--- config.mk ---
export PLATFORM = sky130hd
export DESIGN_NAME = axis_slave_capture
export DESIGN_NICKNAME = d
export VERILOG_FILES = /design/src/rtl/axis_slave_capture.sv
export SDC_FILE = /design/constraint.sdc
export NUM_CORES = 1
export LEC_CHECK = 0
export BUFFER_PORTS_ARGS = -buffer_cell sky130_fd_sc_hd__buf_2
export CORE_ASPECT_RATIO = 1.25
export CORE_MARGIN = 5
export CORE_UTILIZATION = 59
export DETAILED_ROUTE_END_ITERATION = 12
export PLACE_DENSITY_LB_ADDON = 0.12
export SYNTH_ARGS = -nofsm -noshare
export SYNTH_HDL_FRONTEND = slang
export SYNTH_SLANG_ARGS = --single-unit
--- constraint.sdc ---
create_clock -name clk -period 2.3 [get_ports clk]
set_input_delay 0.23 -clock clk [delete_from_list [all_inputs] [get_ports clk]]
set_output_delay 0.23 -clock clk [all_outputs]
set_load 0.05 [all_outputs]
--- src/rtl/axis_slave_capture.sv ---
// ---------------------------------------------------------------------------
// axis_slave_capture
//
// Captures one AXI-Stream frame into a small register buffer. The frame is
// then held for a consumer, which reads it at random through rd_index and
// releases it with frame_ack. Beats beyond the buffer depth are accepted
// and thrown away, and the truncation is flagged through overflow.
//
// Ports
//   clk          : rising-edge clock
//   rst_n        : asynchronous active-low reset
//   s_axis_data  : beat payload (WIDTH bits)
//   s_axis_valid : upstream beat valid
//   s_axis_last  : final beat of a frame
//   s_axis_ready : beat acceptance (low only while a frame is held)
//   frame_ack    : consumer pulse releasing the held frame
//   rd_index     : buffer read address
//   rd_data      : registered buffer word at rd_index (1-cycle latency)
//   frame_done   : a complete frame is held
//   frame_len    : number of stored beats in the held frame
//   overflow     : held frame was longer than MSG_LEN and was truncated
// ---------------------------------------------------------------------------
module axis_slave_capture #(
    parameter int WIDTH   = 8,
    parameter int MSG_LEN = 8
) (
    input  logic                         clk,
    input  logic                         rst_n,
    input  logic [WIDTH-1:0]             s_axis_data,
    input  logic                         s_axis_valid,
    input  logic                         s_axis_last,
    output logic                         s_axis_ready,
    input  logic                         frame_ack,
    input  logic [$clog2(MSG_LEN)-1:0]   rd_index,
    output logic [WIDTH-1:0]             rd_data,
    output logic                         frame_done,
    output logic [$clog2(MSG_LEN):0]     frame_len,
    output logic                         overflow
);

    localparam int AW = $clog2(MSG_LEN);
    localparam int LW = AW + 1;

    typedef enum logic [1:0] {
        RECV = 2'd0,
        DROP = 2'd1,
        HOLD = 2'd2
    } state_e;

    state_e                        state_q, state_d;
    logic [AW-1:0]                 wr_ptr_q, wr_ptr_d;
    logic [LW-1:0]                 frame_len_q, frame_len_d;
    logic                          frame_done_q, frame_done_d;
    logic                          overflow_q, overflow_d;
    logic [MSG_LEN-1:0][WIDTH-1:0] mem_q;
    logic [WIDTH-1:0]              rd_data_q;
    logic                          wr_en;
    logic                          hs;

    // Ready comes straight from the state register so it never depends
    // combinationally on valid.
    assign s_axis_ready = (state_q != HOLD);
    assign hs           = s_axis_valid && s_axis_ready;

    // ------------------------------------------------------------------
    // State register and frame status
    // ------------------------------------------------------------------
    always_ff @(posedge clk or negedge rst_n) begin
        if (!rst_n) begin
            state_q      <= RECV;
            wr_ptr_q     <= '0;
            frame_len_q  <= '0;
            frame_done_q <= 1'b0;
            overflow_q   <= 1'b0;
        end else begin
            state_q      <= state_d;
            wr_ptr_q     <= wr_ptr_d;
            frame_len_q  <= frame_len_d;
            frame_done_q <= frame_done_d;
            overflow_q   <= overflow_d;
        end
    end

    // ------------------------------------------------------------------
    // Next-state logic
    // ------------------------------------------------------------------
    always_comb begin
        state_d      = state_q;
        wr_ptr_d     = wr_ptr_q;
        frame_len_d  = frame_len_q;
        frame_done_d = frame_done_q;
        overflow_d   = overflow_q;
        wr_en        = 1'b0;

        case (state_q)
            RECV: begin
                if (hs) begin
                    wr_en    = 1'b1;
                    // When the last slot fills, the pointer wraps to 0. That
                    // is harmless: DROP never writes, and ack clears it.
                    wr_ptr_d = wr_ptr_q + AW'(1);
                    if (s_axis_last) begin
                        state_d      = HOLD;
                        frame_len_d  = {1'b0, wr_ptr_q} + LW'(1);
                        frame_done_d = 1'b1;
                    end else if (wr_ptr_q == AW'(MSG_LEN - 1)) begin
                        overflow_d = 1'b1;
                        state_d    = DROP;
                    end
                end
            end

            DROP: begin
                // Surplus beats are accepted but not stored.
                if (hs && s_axis_last) begin
                    state_d      = HOLD;
                    frame_len_d  = LW'(MSG_LEN);
                    frame_done_d = 1'b1;
                end
            end

            HOLD: begin
                if (frame_ack) begin
                    state_d      = RECV;
                    wr_ptr_d     = '0;
                    frame_len_d  = '0;
                    frame_done_d = 1'b0;
                    overflow_d   = 1'b0;
                end
            end

            default: begin
                state_d = RECV;
            end
        endcase
    end

    // ------------------------------------------------------------------
    // Capture buffer and registered read port. The read samples mem_q
    // before the same-edge write lands, so a read and a write to the
    // same address return the old word.
    // ------------------------------------------------------------------
    always_ff @(posedge clk or negedge rst_n) begin
        if (!rst_n) begin
            mem_q     <= '0;
            rd_data_q <= '0;
        end else begin
            if (wr_en) begin
                mem_q[wr_ptr_q] <= s_axis_data;
            end
            rd_data_q <= mem_q[rd_index];
        end
    end

    assign rd_data    = rd_data_q;
    assign frame_done = frame_done_q;
    assign frame_len  = frame_len_q;
    assign overflow   = overflow_q;

endmodule

==> impl_metrics.py <==
metrics = {
    "clock_network": {
        "cts_root_buf": "clkbuf_8",
        "cts_made_buffers": 9,
        "clkSinkCount": 83,
        "insertion_delay_ns": 0.35,
        "htree_num_levels": 3,
        "ctsResizeCount": 0,
        "clkTransAtPathRegs_ns": 0.08,
        "cts_buffer_depth": 2,
        "holdBufCountCts": 1,
        "cts_tree": "built",
        "post_cts_buffers": 0,
    },
    "sta": {
        "relSlewSlack_pct": 65.03,
        "maxSlewViolCount": 0,
        "fmax_ghz": 0.4909,
        "fin_skew_ns": 0.007710,
        "finalCritPeriodShare_pct": 88.56,
        "tightest_slew_ns": 0.5191,
        "min_period_ns": 2.037,
        "finalSetupTns_ns": 0,
        "final-setup-viol-count": 0,
        "grt_setup_unrepaired": "no",
        "hold_viol": 0,
    },
    "placed_design": {
        "gp_congestion": 0.7488,
        "io_buffers": 30,
        "post_dp_cell_area_sq_um": 4095,
        "hpwlAfterDp_mm": 5.069,
    },
    "power_and_ir_drop": {
        "pwr-share-comb_pct": 33.6,
        "leakage_uw": 0.002017,
        "switching_share_pct": 34.07,
        "netSwitchingPower_uw": 1706,
        "seq_power_share_pct": 45.6,
        "power_density_nw_per_um2": 1165,
        "clockPowerShare_pct": 20.8,
        "p_int_uw": 3301,
        "ir_drop_mv": 0.6499,
    },
    "floorplan": {
        "die_w_um": 81.78,
        "io_pins": 31,
        "coreArea_sq_um": 6206,
        "die_h_um": 99.73,
        "rows": 32,
        "die_area_sq_um": 8156,
        "start_util_pct": 61.23,
    },
    "drt": {
        "drc_errors": 0,
        "dr_wl_met2_mm": 3.859,
        "routedWlPerCell_um": 19.59,
        "wl_met3_um": 294,
        "top_layer": "met4",
        "wirelength_mm": 7.521,
        "antenna_left": 0,
        "viasPerCell": 5.805,
        "wl_met1_mm": 3.150,
        "vias": 2229,
        "firstDrtPassIters": 4,
        "drtIter0Drc": 85,
    },
    "outcome": {
        "status": "finished clean",
    },
    "global_route": {
        "grt_pass1_vias": 2481,
        "antenna_found_initial": 0,
        "grt_max_degree": 53,
        "grt_pass1_wl_mm": 12.74,
        "grt-ovfl-total": 0,
        "grtUsageTotal_pct": 21.21,
    },
    "logic_synthesis": {
        "yosys.area.top_type": "dfrtp_1",
        "yosysTopAreaCellShare_pct": 54.66,
        "synthArstFlopShare_pct": 100.0,
        "ys_types": 40,
        "syn_nets": 273,
        "syn_area_per_cell_sq_um": 15.08,
        "netlist_instances": 252,
        "yosysWarnings": 0,
        "synth_top_flop_cell": "dfrtp_1",
        "syn_area_sq_um": 3800,
        "yosys-top-cells-area": "dfrtp_1, mux2_2, mux4_2, ha_1, nor4_4",
        "synth-seq-cells": 83,
        "seq_area_frac_synth_pct": 54.66,
        "synth_edf_count": 0,
    },
    "critical_path": {
        "required_ns": 2.54,
        "end_kind": "flip-flop",
        "reg2reg_from": "state_q[0]",
        "r2r_end": "mem_q[7]",
        "r2r_cells": 6,
        "r2r_slack_ns": 0.26,
        "cp.arrival_ns": 2.28,
        "crit_type": "reg -> reg",
        "cp-endpoint": "mem_q[7]",
        "crit_fanout": 8,
        "critPathLaunchType": "flip-flop",
        "worstSetupStartpoint": "state_q[0]",
    },
    "run": {
        "drv_cap": 0,
    },
    "final_layout": {
        "final_common_cell": "dfrtp_1",
        "fillers": 435,
        "n_antenna_cell": 0,
        "finish.instance_area_sq_um": 4299,
        "layout_common_cells": "dfrtp_1, mux2_2, buf_2, mux4_2, clkbuf_8",
        "nets": 315,
        "syn_to_final_growth_pct": 13.14,
        "drive_above_1_share_pct": 50.84,
    },
    "hold_path": {
        "hp-class": "in -> reg",
    },
}
-- worst max-delay path, stage by stage (launching register included) --
cell      delay, ns
dfrtp_1        0.38
inv_1          0.07
ha_1           0.29
nand2b_1       0.27
nor2_1         0.21
nand3_2        0.30
mux2_1         0.40
-- synthesized netlist by cell type (all sizes together) (2+ instances only) --
cell type,n
nand4,2
clkbuf,2
ha,5
nor3,3
mux2,72
mux4,16
a21oi,8
inv,6
a22o,4
nor2,8
nand2b,2
buf,7
dfrtp,83
nor4,2
nand2,7
o21ai,5
nor2b,5
nand3,4
-- state kept, by name, summed over array words and instances (netlist names) --
signal and count:
rd_data 8, frame_len 4, mem_q 64, state_q 2, overflow 1, wr_ptr_q 3, frame_done 1
-- cells by family after synthesis --
kind of cell             synth area share [%]
AO/OA/AOI/OAI                           3.820
flip-flops                              54.66
buffers and inverters                   2.074
adder cells (fa/ha/maj)                 1.646
multiplexers                            30.82
AND/OR/NAND/NOR                         6.981
-- power groups by stage --
stage	logic [uW]	clock network [uW]	registers [uW]
6_report	1680	1040	2280
5_1_grt	1840	1120	2350
4_1_cts	1700	1070	2280
3_5_place_dp	1700	0	2310
3_3_place_gp	1660	0	2280
2_1_floorplan	1130	0	2450
-- how the worst min path moves through the flow --
stage | startpoint | end | slack [ns] | depth (start not counted)
CTS | s_axis_data[7] | mem_q[7] | 0.19 | 2
global placement | rst_n | frame_done | 0.19 | 1
floorplan | rst_n | frame_done | -0.07 | 0
finish | s_axis_data[4] | mem_q[60] | 0.21 | 2
detailed placement | rst_n | frame_done | 0.20 | 1
global route | s_axis_data[3] | mem_q[35] | 0.21 | 2
-- routing by layer --
layer	vias up	GRT usage (%)
met4	0	10.10
li1	1019	-
met3	17	4.438
met2	44	34.85
met1	1149	26.43
met5	-	0
-- cell type report --
type / count / area (sq um) / share of cell area (%)
tap: 85 / 106.4 / 2.474
multi-input combinational: 154 / 1644 / 38.24
timing repair buffer: 40 / 255.2 / 5.937
inverter: 6 / 22.52 / 0.5239
clock inverter: 5 / 52.55 / 1.222
sequential: 83 / 2077 / 48.31
clock buffer: 11 / 141.4 / 3.289
-- through the flow --
step | power [uW] | setup slack (ns) | hold WS (ns) | utilization [%] | cells
after detailed placement | 4004 | 0.2587 | 0.1988 | 65.99 | 367
after CTS | 5053 | 0.2562 | 0.1898 | 69.27 | 384
after floorplan | 3583 | 0.5081 | -0.06559 | - | 252
after global placement | 3944 | 0.3102 | 0.1928 | 65.99 | 367
final | 5007 | 0.2630 | 0.2080 | 69.27 | 384
after global routing | 5309 | 0.1198 | 0.2138 | 69.27 | 384
Power figures use the tool's default switching activity.
